--- src/rtl/kgp_risc_pkg.sv ---
// Shared types and constants for the KGP-RISC fetch stage.
package kgp_risc_pkg;

  localparam int INSTR_W = 32;
  localparam int PC_STEP = 4;

  // Branch condition codes carried with a consumed branch instruction.
  typedef enum logic [2:0] {
    BR_ALWAYS = 3'd0,  // b, bl, br
    BR_Z      = 3'd1,  // bz
    BR_NZ     = 3'd2,  // bnz
    BR_CY     = 3'd3,  // bcy
    BR_NCY    = 3'd4,  // bncy
    BR_LTZ    = 3'd5,  // bltz
    BR_RSV6   = 3'd6,  // reserved, never taken
    BR_RSV7   = 3'd7   // reserved, never taken
  } br_cond_e;

  // Fetch sequencer states.
  typedef enum logic [1:0] {
    ST_IDLE  = 2'd0,
    ST_FETCH = 2'd1,
    ST_WAIT  = 2'd2,
    ST_HOLD  = 2'd3
  } fetch_state_e;

  // Evaluates a branch condition against the ALU flags of the branch instruction.
  function automatic logic condTrue(input br_cond_e cond, input logic carry,
                                    input logic zero, input logic neg);
    logic res;
    res = 1'b0;
    case (cond)
      BR_ALWAYS: res = 1'b1;
      BR_Z:      res = zero;
      BR_NZ:     res = ~zero;
      BR_CY:     res = carry;
      BR_NCY:    res = ~carry;
      BR_LTZ:    res = neg;
      default:   res = 1'b0;
    endcase
    return res;
  endfunction

endpackage

--- src/rtl/instr_fetch_unit_branch_resolve.sv ---
// Combinational next-PC selection for the instruction just consumed.
module branch_resolve
  import kgp_risc_pkg::*;
#(
  parameter int ADDR_W = 32
) (
  input  logic              br_valid,
  input  logic [2:0]        br_cond,
  input  logic              flag_carry,
  input  logic              flag_zero,
  input  logic              flag_neg,
  input  logic [ADDR_W-1:0] br_target,
  input  logic [ADDR_W-1:0] pc,
  output logic [ADDR_W-1:0] nextPc,
  output logic              taken,
  output logic              misalign
);

  // Taken branches go to the word-aligned target, everything else falls through.
  always_comb begin
    taken    = br_valid & condTrue(br_cond_e'(br_cond), flag_carry, flag_zero, flag_neg);
    nextPc   = taken ? {br_target[ADDR_W-1:2], 2'b00} : pc + ADDR_W'(PC_STEP);
    misalign = taken & (br_target[1:0] != 2'b00);
  end

endmodule

--- src/rtl/instr_fetch_unit.sv ---
// Instruction fetch unit: owns the PC, fetches one word per request and
// presents it downstream until the datapath takes it.
//
// Downstream handshake: instr_valid rises once the response is captured and
// stays high with instr/instr_pc/link_addr frozen until a cycle where
// instr_ready is also high; that cycle is the accept, where the branch inputs
// and flags are sampled and the next PC is chosen.
module instr_fetch_unit
  import kgp_risc_pkg::*;
#(
  parameter int                ADDR_W   = 32,
  parameter logic [ADDR_W-1:0] RESET_PC = 32'h0000_0000
) (
  input  logic               clk,
  input  logic               rst,
  output logic               imem_req,
  output logic [ADDR_W-1:0]  imem_addr,
  input  logic               imem_rvalid,
  input  logic [INSTR_W-1:0] imem_rdata,
  output logic               instr_valid,
  input  logic               instr_ready,
  output logic [INSTR_W-1:0] instr,
  output logic [ADDR_W-1:0]  instr_pc,
  output logic [ADDR_W-1:0]  link_addr,
  input  logic               br_valid,
  input  logic [2:0]         br_cond,
  input  logic [ADDR_W-1:0]  br_target,
  input  logic               flag_carry,
  input  logic               flag_zero,
  input  logic               flag_neg,
  input  logic               halt,
  output logic [31:0]        instr_count,
  output logic               misalign_err,
  output fetch_state_e       dbgState
);

  fetch_state_e      state;
  fetch_state_e      nextState;
  logic [ADDR_W-1:0] pc;
  logic [ADDR_W-1:0] nextPc;
  logic              taken;
  logic              misalign;
  logic              accept;

  assign accept = instr_valid & instr_ready;

  branch_resolve #(.ADDR_W(ADDR_W)) uBranch (
    .br_valid   (br_valid),
    .br_cond    (br_cond),
    .flag_carry (flag_carry),
    .flag_zero  (flag_zero),
    .flag_neg   (flag_neg),
    .br_target  (br_target),
    .pc         (pc),
    .nextPc     (nextPc),
    .taken      (taken),
    .misalign   (misalign)
  );

  // State register.
  always_ff @(posedge clk) begin
    if (rst) state <= ST_IDLE;
    else     state <= nextState;
  end

  // Sequencing: one request per instruction, halt only gates leaving FETCH.
  always_comb begin
    nextState = state;
    case (state)
      ST_IDLE:  nextState = ST_FETCH;
      ST_FETCH: if (!halt) nextState = ST_WAIT;
      ST_WAIT:  if (imem_rvalid) nextState = ST_HOLD;
      ST_HOLD:  if (accept) nextState = ST_FETCH;
      default:  nextState = ST_IDLE;
    endcase
  end

  // Request port and state visibility.
  always_comb begin
    imem_req  = (state == ST_FETCH) && !halt;
    imem_addr = pc;
    dbgState  = state;
  end

  // PC, captured instruction, counter and sticky error.
  always_ff @(posedge clk) begin
    if (rst) begin
      pc           <= RESET_PC;
      instr_valid  <= 1'b0;
      instr        <= '0;
      instr_pc     <= '0;
      link_addr    <= '0;
      instr_count  <= '0;
      misalign_err <= 1'b0;
    end else begin
      // pc is untouched between request and response, so it is the request address.
      if (state == ST_WAIT && imem_rvalid) begin
        instr       <= imem_rdata;
        instr_pc    <= pc;
        link_addr   <= pc + ADDR_W'(PC_STEP);
        instr_valid <= 1'b1;
      end
      if (accept) begin
        instr_valid <= 1'b0;
        instr_count <= instr_count + 32'd1;
        pc          <= nextPc;
        if (misalign) misalign_err <= 1'b1;
      end
    end
  end

endmodule

--- config.mk ---
export PLATFORM = sky130hd
export DESIGN_NAME = instr_fetch_unit
export DESIGN_NICKNAME = d
export VERILOG_FILES = /design/src/rtl/kgp_risc_pkg.sv /design/src/rtl/instr_fetch_unit_branch_resolve.sv /design/src/rtl/instr_fetch_unit.sv
export SDC_FILE = /design/constraint.sdc
export NUM_CORES = 1
export LEC_CHECK = 0
export ABC_CLOCK_PERIOD_IN_PS = 4000
export BUFFER_PORTS_ARGS = -buffer_cell sky130_fd_sc_hd__buf_4
export CAP_MARGIN = 40
export CORE_ASPECT_RATIO = 0.6
export CORE_UTILIZATION = 55
export CTS_BUF_LIST = sky130_fd_sc_hd__clkbuf_8 sky130_fd_sc_hd__clkbuf_16
export DETAILED_ROUTE_END_ITERATION = 8
export PLACE_DENSITY = 0.88
export SLEW_MARGIN = 10
export SYNTH_ARGS = -nofsm -noshare
export SYNTH_HDL_FRONTEND = slang
export SYNTH_HIERARCHICAL = 1
export SYNTH_SLANG_ARGS = --single-unit
--- constraint.sdc ---
create_clock -name clk -period 4 [get_ports clk]
set_input_delay 0.8 -clock clk [delete_from_list [all_inputs] [get_ports clk]]
set_output_delay 0.8 -clock clk [all_outputs]
set_load 0.005 [all_outputs]
==> results of run 1 <==
worst paths after layout:
path / to / from
max: imem_addr[27] / imem_addr[6]
min: instr_pc[30] / instr_pc[30]
max reg2reg: imem_addr[27] / imem_addr[6]
min reg2reg: instr_pc[30] / instr_pc[30]
layout make-up:
type	count	area share, %
multi-input cells	741	41.2
repair buffers	248	18.5
clock buffers	17	4.16
inverters	16	0.587
well taps	192	2.35
clock inverters	15	1.50
flip-flops and latches	162	31.7
worst register-to-register path: stages, from the launching register on:
cell	delay (ns)
dfxtp_1	0.66
and3_2	0.42
nand4_1	0.51
or4_1	0.64
a31oi_1	0.17
nand2_1	0.06
a21oi_1	0.13
cell usage in the layout (no fill, tap or decap), types with 3 or more instances in the layout:
cell / n
dfxtp_1: 162
nor3_1: 11
nor2b_1: 3
nor2_1: 51
clkinv_4: 4
or4_1: 26
nand4_1: 25
ha_1: 6
a21oi_1: 123
xnor2_1: 19
o21ai_0: 15
nand3_1: 32
a31oi_1: 13
nor4b_1: 3
inv_1: 17
o21bai_1: 3
buf_4: 246
and2_1: 5
nand2_1: 230
nand4_4: 3
a311oi_1: 24
or3_1: 17
xor2_1: 15
inv_6: 3
nor4_1: 19
clkbuf_16: 17
and4b_1: 3
mux2_1: 13
a211oi_1: 15
o31ai_1: 24
and4_1: 11
and3_1: 6
power breakdown:
part	total [mW]	switching, mW	internal [mW]
logic	0.689	0.379	0.310
clock network	1.59	0.713	0.878
registers	1.79	0.0800	1.71
cell families (layout without fill, tap and decap cells):
group                      after synthesis  after routing
and+or+nand+nor                        460            460
adders and majority gates                6              6
DFF                                    162            162
buffers and inverters                   94            296
AOI/OAI and AO/OA                      224            224
muxes                                   17             17
xor gates and xnor gates                34             34
routing by layer:
| metal | global-route usage [%] | vias to the layer above | wire, um |
|---|---|---|---|
| met4 | 9.48 | 0 | 282 |
| met1 | 43.9 | 3833 | 10700 |
| met5 | 0 | - | 0 |
| met2 | 48.2 | 417 | 10400 |
| li1 | - | 3965 | - |
| met3 | 6.84 | 29 | 2320 |
synth_stat cells, types with 3 or more instances:
cell type,n,share of area (%)
buf_1,9,0.43
nor3_1,11,0.70
inv_1,16,0.77
buf_2,9,0.57
and3_1,6,0.48
and4b_1,3,0.38
nor4b_1,3,0.34
nand4_1,25,2.0
nand2_1,231,11
o21ai_0,15,0.96
mux2_1,13,1.9
a31oi_1,13,1.0
a211oi_1,15,1.4
xor2_1,15,1.7
xnor2_1,19,2.1
a311oi_1,24,2.7
or4_1,26,2.5
clkbuf_1,54,2.6
nor2b_1,3,0.24
o31ai_1,24,2.3
or3_1,17,1.4
o21bai_1,3,0.29
nor4_1,19,1.5
buf_4,3,0.29
a21oi_1,123,7.9
dfxtp_1,162,41
nand4_4,3,0.81
and2_1,6,0.48
ha_1,6,0.96
nand3_1,32,2.0
nor2_1,51,2.4
and4_1,11,1.2
state kept, by name, summed over array words and instances (netlist names):
register / cells
dbgState: 2
instr_valid: 1
instr: 32
link_addr: 30
instr_pc: 32
misalign_err: 1
instr_count: 32
imem_addr: 32
==> summary.txt, run 1 <==
CP Class -> flip-flop to flip-flop
Adder-Cell Fraction of Synth Area -> 0.958%
largest family of logic cells by synthesized area -> simple AND/OR/NAND/NOR gates
fraction of layout instances using a drive strength above 1 -> 24.5%
CP required -> 4.34 ns
EDFF count, synth -> 0
pre-CTS setup slack -> 1.06 ns
Multi-input gate area -> 4210 um2
setup_tns -> 0 ns
Filler cells -> 1109
Post-CTS Setup Inserts -> 0
synth warn -> 6
ANT cells -> 0
Via-to-Cell Ratio -> 5.93
Syn Nets -> 1079
largest net degree at the start of global routing -> 80
CP max stage cell -> dfxtp_1
CTS root buf -> clkbuf_16
Synth Area per Inst -> 7.86 um2
non-filler cells, final -> 1391
Leakage Power -> 3.88 nW
Clock Skew -> 0.0143 ns
Post-Synth XOR/XNOR Area -> 3.80%
CP peak stage delay -> 0.66 ns
Slew @ Worst Pin -> 0.974 ns
Tcrit/Tclk final -> 66.7%
Post-CTS Hold Fix Bufs -> 0
chip height -> 94.4 um
Sink Count -> 162
Max Freq -> 375 MHz
Slew HR -> 34.5%
Fin Hold WS -> 0.454 ns
gpl congestion -> 0.869
sequential share of the synthesized area -> 41.4%
total wire length -> 23600 um
Iter 0 DRT Violations -> 753
placed cell area -> 9650 um2
Nets -> 1268
Max Cap Viol -> 0
FF+latch count, synth -> 162
dpl hpwl -> 16100 um
Rows -> 33
status -> finished clean
Hold Path Stages -> 2
total track usage -> 31.3%
Post-Syn Area -> 7830 um2
post-layout power -> 4.07 mW
Worst setup SP type -> flip-flop
Setup-failing EPs final -> 0
Final min period -> 2.67 ns
Top FF cell, synth -> dfxtp_1
worst hold path type -> flip-flop to flip-flop
Die X-Extent -> 156 um
vias after detailed routing -> 8244
critical path peak fanout -> 13
Post-Synthesis Cells -> 997
Worst R2R Path Depth -> 6
Placed Instances -> 1359
die area -> 14700 um2
critical path data arrival time -> 3.01 ns
Post-Synth Simple-Gate Area -> 29.1%
multiplexer share of the synthesized area -> 2.41%
R2R setup slack -> 1.33 ns
CP Cell Sequence -> and3_2 -> nand4_1 -> or4_1 -> a31oi_1 -> nand2_1 -> a21oi_1
post-synthesis async set-or-reset flop share -> 0%
P per Cell Area -> 398 nW/um2
Synth Area in Compound Gates -> 17.3%
Buf/Inv on CP -> 0
TritonCTS clock tree -> yes
Buffers on Ports -> 240
Num CTS Buffers -> 17
Final Core Density -> 74.2%
register cell area after layout -> 3240 um2
DRT antenna net count -> 0
Initial Util -> 56.8%
pins over their slew limit -> 0
H-tree level count -> 4
Clk pin slew, worst setup/hold paths -> 0.07 ns
RSZ-0062 raised after global routing -> false
post-route cell area -> 10200 um2
family with the most delay on the worst path -> simple AND/OR/NAND/NOR gates
Ports -> 241
total gr overflow -> 0
post-cts resize count -> 0
vias in the first global route -> 7204
setup ws final -> 1.33 ns
DR WL/cell -> 17.0 um
drc violations -> 0
drt pass-1 iters -> 7
Netlist cell types -> 51
Fin. Hold Viols -> 0
initial antenna violation count -> 0
Max VDD drop -> 0.000281 V
core area -> 13800 um2
crit end category -> flip-flop
critical path depth in cells -> 6
Max Buffers Root-to-Sink -> 2
P&R area growth vs syn -> 30.5%
global-route wire length before repair -> 36700 um
Skew-Pair Late Insertion Delay -> 0.41 ns
(Power assumes the default switching activity.)
==> run 2: changes to the inputs <==
ABC_AREA = 1   (was not set)
ABC_CLOCK_PERIOD_IN_PS = 2800   (was 4000)
CORE_UTILIZATION = 53   (was 55)
PLACE_DENSITY = 0.84   (was 0.88)
clock period = 2.8 ns   (was 4 ns; I/O delays follow)
==> run 2 against run 1 <==
Net effect: the run now ends with design-rule violations left; hold slack worse by 0.078 ns; design area up 7.6%; routed wire length increased by 18%; total power up 64%; area after synthesis is 8.2% higher; critical path depth is 2 higher; clock power grew 53%; utilization is 3.2 points lower; critical path type unchanged; critical endpoint is now link_addr[15]; highest routed layer unchanged.
==> summary.txt, run 2 <==
post-synth top area cell -> dfxtp_1
Ports -> 241 (unchanged)
Post-CTS Setup Inserts -> 0 (unchanged)
core area -> 15500 um2 (+12%)
pins over their slew limit -> 0 (unchanged)
EDFF count, synth -> 0 (unchanged)
DRT antenna net count -> 0 (unchanged)
M1 GR Usage -> 47.3% (+3.4 points)
post-route cell area -> 11000 um2 (+7.6%)
Netlist cell types -> 33 (-35%)
Flop pwr share -> 42.0% (-2.0 points)
Post-Synthesis Cells -> 1329 (+33%)
Filler cells -> 1324 (+19%)
total gr overflow -> 0 (unchanged)
FF+latch count, synth -> 162 (unchanged)
Fin. Hold Viols -> 0 (unchanged)
CP required -> 3.17 ns (-1.17 ns)
Worst setup SP type -> flip-flop
initial antenna violation count -> 0 (unchanged)
DR WL/cell -> 15.9 um (-6.4%)
crit end category -> flip-flop
Final Core Density -> 71.0% (-3.2 points)
largest net degree at the start of global routing -> 97 (+21%)
P&R area growth vs syn -> 29.8%
critical path peak fanout -> 96 (+83)
vias in the first global route -> 8496 (+18%)
Top FF cell, synth -> dfxtp_1
post-layout power -> 6.66 mW (+64%)
critical path data arrival time -> 2.46 ns (-0.55 ns)
commonest non-fill, non-tap cells in the layout -> nand2_1, nor2_1, buf_4, dfxtp_1, inv_1
gpl congestion -> 0.953 (+9.7%)
register cell area after layout -> 3240 um2 (unchanged)
Clk pin slew, worst setup/hold paths -> 0.08 ns (about the same)
drt pass-1 iters -> 8 (+1)
total track usage -> 34.3% (+3.0 points)
die area -> 16500 um2 (+12%)
RSZ-0062 raised after global routing -> false
GRT Max-Usage Layer -> met2
P_sw -> 2.16 mW (+85%)
Slew HR -> 60.0% (+25 points)
post-synthesis async set-or-reset flop share -> 0% (unchanged)
fraction of layout instances using a drive strength above 1 -> 21.2% (-3.3 points)
status -> complete, but fails checks
Synth area leaders -> dfxtp_1, nand2_1, nor2_1, o21ai_0, nand3_1
most common cell after layout, fill and taps aside -> nand2_1
Final min period -> 2.08 ns (-0.583 ns)
global-route wire length before repair -> 43900 um (+19%)
clock power share -> 36.4% (-2.7 points)
sequential share of the synthesized area -> 38.3% (-3.1 points)
Nets -> 1623 (+28%)
Skew-Pair Late Insertion Delay -> 0.43 ns (+0.02 ns)
Max Freq -> 480 MHz (+28%)
Max Cap Viol -> 0 (unchanged)
Post-Syn Area -> 8480 um2 (+8.2%)
met3 Use GR -> 7.85% (+1.0 points)
Slew @ Worst Pin -> 0.599 ns (-0.375 ns)
failing checks -> design-rule violations
TritonCTS clock tree -> yes
Via-to-Cell Ratio -> 5.37 (-9.4%)
ANT cells -> 0 (unchanged)
vias after detailed routing -> 9439 (+14%)
Setup-failing EPs final -> 0 (unchanged)
pre-CTS setup slack -> 0.826 ns (-0.236 ns)
drc violations -> 36 (+36)
setup ws final -> 0.716 ns (-0.617 ns)
Post-CTS Hold Fix Bufs -> 0 (unchanged)
met2 GRT Util -> 53.8% (+5.6 points)
Multi-input gate area -> 4540 um2 (+7.9%)
setup_tns -> 0 ns (unchanged)
Tcrit/Tclk final -> 74.4% (+7.7 points)
Syn Nets -> 1411 (+31%)
Num CTS Buffers -> 17 (unchanged)
P per Cell Area -> 606 nW/um2 (+52%)
total wire length -> 27900 um (+18%)
post-cts resize count -> 0 (unchanged)
CTS root buf -> clkbuf_16
Initial Util -> 54.7% (-2.1 points)
chip height -> 100 um (+5.8%)
Sink Count -> 162 (unchanged)
dpl hpwl -> 19900 um (+24%)
Internal -> 4.50 mW (+55%)
synth warn -> 6 (unchanged)
CP Class -> flip-flop to flip-flop
Max Buffers Root-to-Sink -> 2 (unchanged)
Switching Fraction -> 32.5% (+3.7 points)
Synth Area per Inst -> 6.38 um2 (-19%)
Gate power share -> 21.6% (+4.7 points)
Max VDD drop -> 0.000429 V (+53%)
Iter 0 DRT Violations -> 1061 (+41%)
placed cell area -> 10400 um2 (+7.6%)
Clock Skew -> 0.0121 ns (-0.00215 ns)
Leakage Power -> 4.98 nW (+28%)
Rows -> 35 (+6.1%)
Buffers on Ports -> 240 (unchanged)
worst hold path type -> input port to flip-flop
count leader, synth -> nand2_1
Synth top area share -> 38.3% (-3.1 points)
H-tree level count -> 4 (unchanged)
top cells by count, synth -> nand2_1, nor2_1, dfxtp_1
Die X-Extent -> 165 um (+5.9%)
==> run 2: cell types whose count changed after synthesis, moves of 17 or more <==
cell      before  now
or4_1         26    0
o21ai_0       15   91
nand2_1      231  371
nor4_1        19    0
nor2_1        51  271
o31ai_1       24    0
nand4_1       25    4
inv_1         16  116
clkbuf_1      54   25
a311oi_1      24    0
nor2_2         0   17
or3_1         17    0
nand3_1       32   89
a21oi_1      123   51
==> run 2: power groups by stage <==
stage          registers, mW  clock network, mW  logic, mW
2_1_floorplan           2.80                  0      0.744
3_3_place_gp            2.83                  0       1.38
3_5_place_dp            2.84                  0       1.42
4_1_cts                 2.79               2.43       1.43
5_1_grt                 2.82               2.54       1.60
6_report                2.80               2.43       1.44
==> run 2: layout make-up <==
class,instances,area share (%)
flip-flops and latches,162,29.5
multi-input cells,994,41.3
clock inverters,14,1.67
repair buffers,247,17.2
well taps,203,2.31
clock buffers,18,3.99
inverters,119,4.06
==> run 2: kinds of logic (layout without fill, tap and decap cells) <==
group | after synthesis | in the layout | share of synthesized area (%)
AOI/OAI and AO/OA | 161 | 161 | 10.1
adders and majority gates | 6 | 6 | 0.886
DFF | 162 | 162 | 38.3
xor gates and xnor gates | 20 | 20 | 2.07
and+or+nand+nor | 807 | 807 | 40.4
buffers and inverters | 173 | 398 | 8.24
==> run 2: path summary, 6_finish.rpt <==
path | slack (ns) | depth (start not counted) | endpoint | from
min | 0.38 | 3 | instr[16] | imem_rdata[16]
max | 0.72 | 8 | link_addr[15] | dbgState[1]
max reg2reg | 0.72 | 8 | link_addr[15] | dbgState[1]
min reg2reg | 0.46 | 2 | misalign_err | misalign_err
==> run 2: per-layer routing <==
metal / vias to the layer above / part of all wire (%)
li1: 4619 / -
met1: 4271 / 43
met2: 505 / 44
met3: 44 / 11
met4: 0 / 1.7
met5: - / 0
==> run 2: stage by stage <==
step,std cells,hold WS [ns]
final,1757,0.376
after detailed placement,1725,0.453
after global placement,1725,0.450
after global routing,1757,0.373
after floorplan,1329,0.447
after CTS,1757,0.374
==> run 2: critical path, stage by stage (launching register included) <==
cell      delay (ns)
dfxtp_1         0.40
ha_1            0.25
nand2_4         0.26
inv_2           0.15
buf_12          0.36
nand2_1         0.15
o211ai_1        0.27
nand2_1         0.10
inv_1           0.07
==> run 3: changes to the inputs <==
ABC_CLOCK_PERIOD_IN_PS = 2100   (was 2800)
clock period = 2.1 ns   (was 2.8 ns; I/O delays follow)
==> run 3 against run 2 <==
Net effect: the run still ends with design-rule violations left; clock skew rose by 0.0060 ns; non-clock buffer count rose by 24; routed wire length rose by 2.4%; clock power rose by 34%; sequential power rose by 30%; setup slack got worse by 0.47 ns; combinational power rose by 44%; largest power group unchanged; highest routed layer is now met5.
==> summary.txt, run 3 (synthesis results as in run 2) <==
Worst R2R End -> imem_addr[24]
clock power share -> 36.2% (-0.2 points)
initial antenna violation count -> 0 (unchanged)
Slew HR -> 57.5% (-2.5 points)
DRT antenna net count -> 0 (unchanged)
Hold Path Stages -> 3 (unchanged)
Post-CTS Hold Fix Bufs -> 0 (unchanged)
pins over their slew limit -> 0 (unchanged)
post-layout power -> 8.98 mW (+35%)
Initial Util -> 54.7% (unchanged)
CP required -> 2.40 ns (-0.77 ns)
Max Freq -> 539 MHz (+12%)
gpl congestion -> 1.01 (+6.5%)
Num CTS Buffers -> 17 (unchanged)
Flop pwr share -> 40.7% (-1.3 points)
Via-to-Cell Ratio -> 5.38 (about the same)
Nets -> 1647 (+1.5%)
Max VDD drop -> 0.000436 V (+1.6%)
Slew @ Worst Pin -> 0.636 ns (+0.0373 ns)
Final min period -> 1.86 ns (-0.228 ns)
ANT cells -> 0 (unchanged)
CTS root buf -> clkbuf_16
drt pass-1 iters -> 8 (unchanged)
Iter 0 DRT Violations -> 1101 (+3.8%)
TritonCTS clock tree -> yes
dpl hpwl -> 20900 um (+5.1%)
Leakage Power -> 5.12 nW (+2.6%)
Worst R2R Path Depth -> 11 (+3)
P_sw -> 2.93 mW (+35%)
Clk pin slew, worst setup/hold paths -> 0.08 ns (about the same)
Gate power share -> 23.1% (+1.5 points)
fraction of layout instances using a drive strength above 1 -> 22.4% (+1.2 points)
Clock Skew -> 0.0181 ns (+0.00600 ns)
post-cts resize count -> 0 (unchanged)
largest net degree at the start of global routing -> 98 (+1.0%)
core area -> 15500 um2 (unchanged)
Worst setup SP type -> flip-flop
hold path start -> imem_rdata[3]
critical path data arrival time -> 2.16 ns (-0.30 ns)
Die X-Extent -> 165 um (unchanged)
total gr overflow -> 0 (unchanged)
RSZ-0062 raised after global routing -> false
Post-CTS Setup Inserts -> 0 (unchanged)
Max Buffers Root-to-Sink -> 2 (unchanged)
Switching Fraction -> 32.6% (+0.080 points)
Internal -> 6.06 mW (+35%)
CP Class -> flip-flop to flip-flop
H-tree level count -> 4 (unchanged)
crit end category -> flip-flop
setup_tns -> 0 ns (unchanged)
Max Cap Viol -> 0 (unchanged)
Rows -> 35 (unchanged)
chip height -> 100 um (unchanged)
R2R setup slack -> 0.24 ns (-0.47 ns)
total track usage -> 34.4% (+0.15 points)
Skew-Pair Late Insertion Delay -> 0.44 ns (about the same)
status -> complete, but fails checks
Sink Count -> 162 (unchanged)
Hold EP -> instr[3]
Setup-failing EPs final -> 0 (unchanged)
Tcrit/Tclk final -> 88.3% (+14 points)
reg2reg start -> imem_addr[21]
drc violations -> 36 (unchanged)
worst hold path type -> input port to flip-flop
Fin. Hold Viols -> 0 (unchanged)
die area -> 16500 um2 (unchanged)
P&R area growth vs syn -> 32.1%
total wire length -> 28600 um (+2.4%)
vias in the first global route -> 8340 (-1.8%)
Ports -> 241 (unchanged)
P per Cell Area -> 803 nW/um2 (+33%)
DR WL/cell -> 16.1 um (+1.0%)
critical path peak fanout -> 9 (-91%)
Buffers on Ports -> 240 (unchanged)
global-route wire length before repair -> 43900 um (about the same)
vias after detailed routing -> 9577 (+1.5%)
most common cell after layout, fill and taps aside -> nand2_1
commonest non-fill, non-tap cells in the layout -> nand2_1, nor2_1, buf_4, dfxtp_1, inv_1
failing checks -> design-rule violations
[run 3: area by class of cell]
type                       instances  area [um2]
fill                            1286        4310
inverter                         119         447
clock inverter                    14         184
clock buffer                      18         439
multi-input combinational        994        4540
tap                              203         254
timing repair buffer             271        2080
sequential                       162        3240
[run 3: worst max-delay path by stage]
stage / startpoint / end / slack, ns / cells after the start
2_1_floorplan: imem_addr[2] / imem_addr[16] / 0.42 / 9
3_3_place_gp: imem_addr[21] / imem_addr[23] / 0.36 / 11
3_5_place_dp: br_cond[1] / imem_addr[7] / 0.32 / 11
4_1_cts: dbgState[1] / imem_req / 0.34 / 5
5_1_grt: imem_addr[21] / imem_addr[24] / 0.08 / 11
6_report: imem_addr[21] / imem_addr[24] / 0.24 / 11
[run 3: power groups by stage]
stage,Sequential (mW),Clock [mW],Combinational (mW)
finish,3.65,3.26,2.08
CTS,3.65,3.26,2.06
floorplan,3.73,0,0.992
detailed placement,3.72,0,2.04
global route,3.69,3.42,2.28
global placement,3.70,0,2.00
[run 3: critical path: stages, from the launching register on]
cell and delay, ns:
dfxtp_1 0.52, nand2_1 0.13, nor2_1 0.25, nand2_1 0.11, nor2_1 0.14, nand2_1 0.07
nand2_1 0.06, nand2_1 0.09, nand2_1 0.10, nand2_1 0.05, o21ai_0 0.14, a21oi_1 0.06
[run 3: per-layer routing]
metal / track usage, % / vias to the layer above / routed length (um) / part of all wire, %
met2: 52.8 / 520 / 12400 / 43
met3: 7.93 / 46 / 3330 / 12
met4: 12.6 / 2 / 604 / 2.1
li1: - / 4658 / - / -
met1: 46.8 / 4351 / 12200 / 43
met5: 3.03 / - / 67 / 0.23
[run 3: per-stage QoR]
| stage | utilization, % | worst slack [ns] | cells | area, um2 | hold slack [ns] |
|---|---|---|---|---|---|
| CTS | 72.2 | 0.339 | 1781 | 11200 | 0.229 |
| global placement | 68.2 | 0.358 | 1749 | 10600 | 0.443 |
| detailed placement | 68.2 | 0.319 | 1749 | 10600 | 0.455 |
| finish | 72.2 | 0.245 | 1781 | 11200 | 0.232 |
| floorplan | - | 0.424 | 1329 | 8480 | 0.447 |
| global route | 72.2 | 0.0807 | 1781 | 11200 | 0.239 |
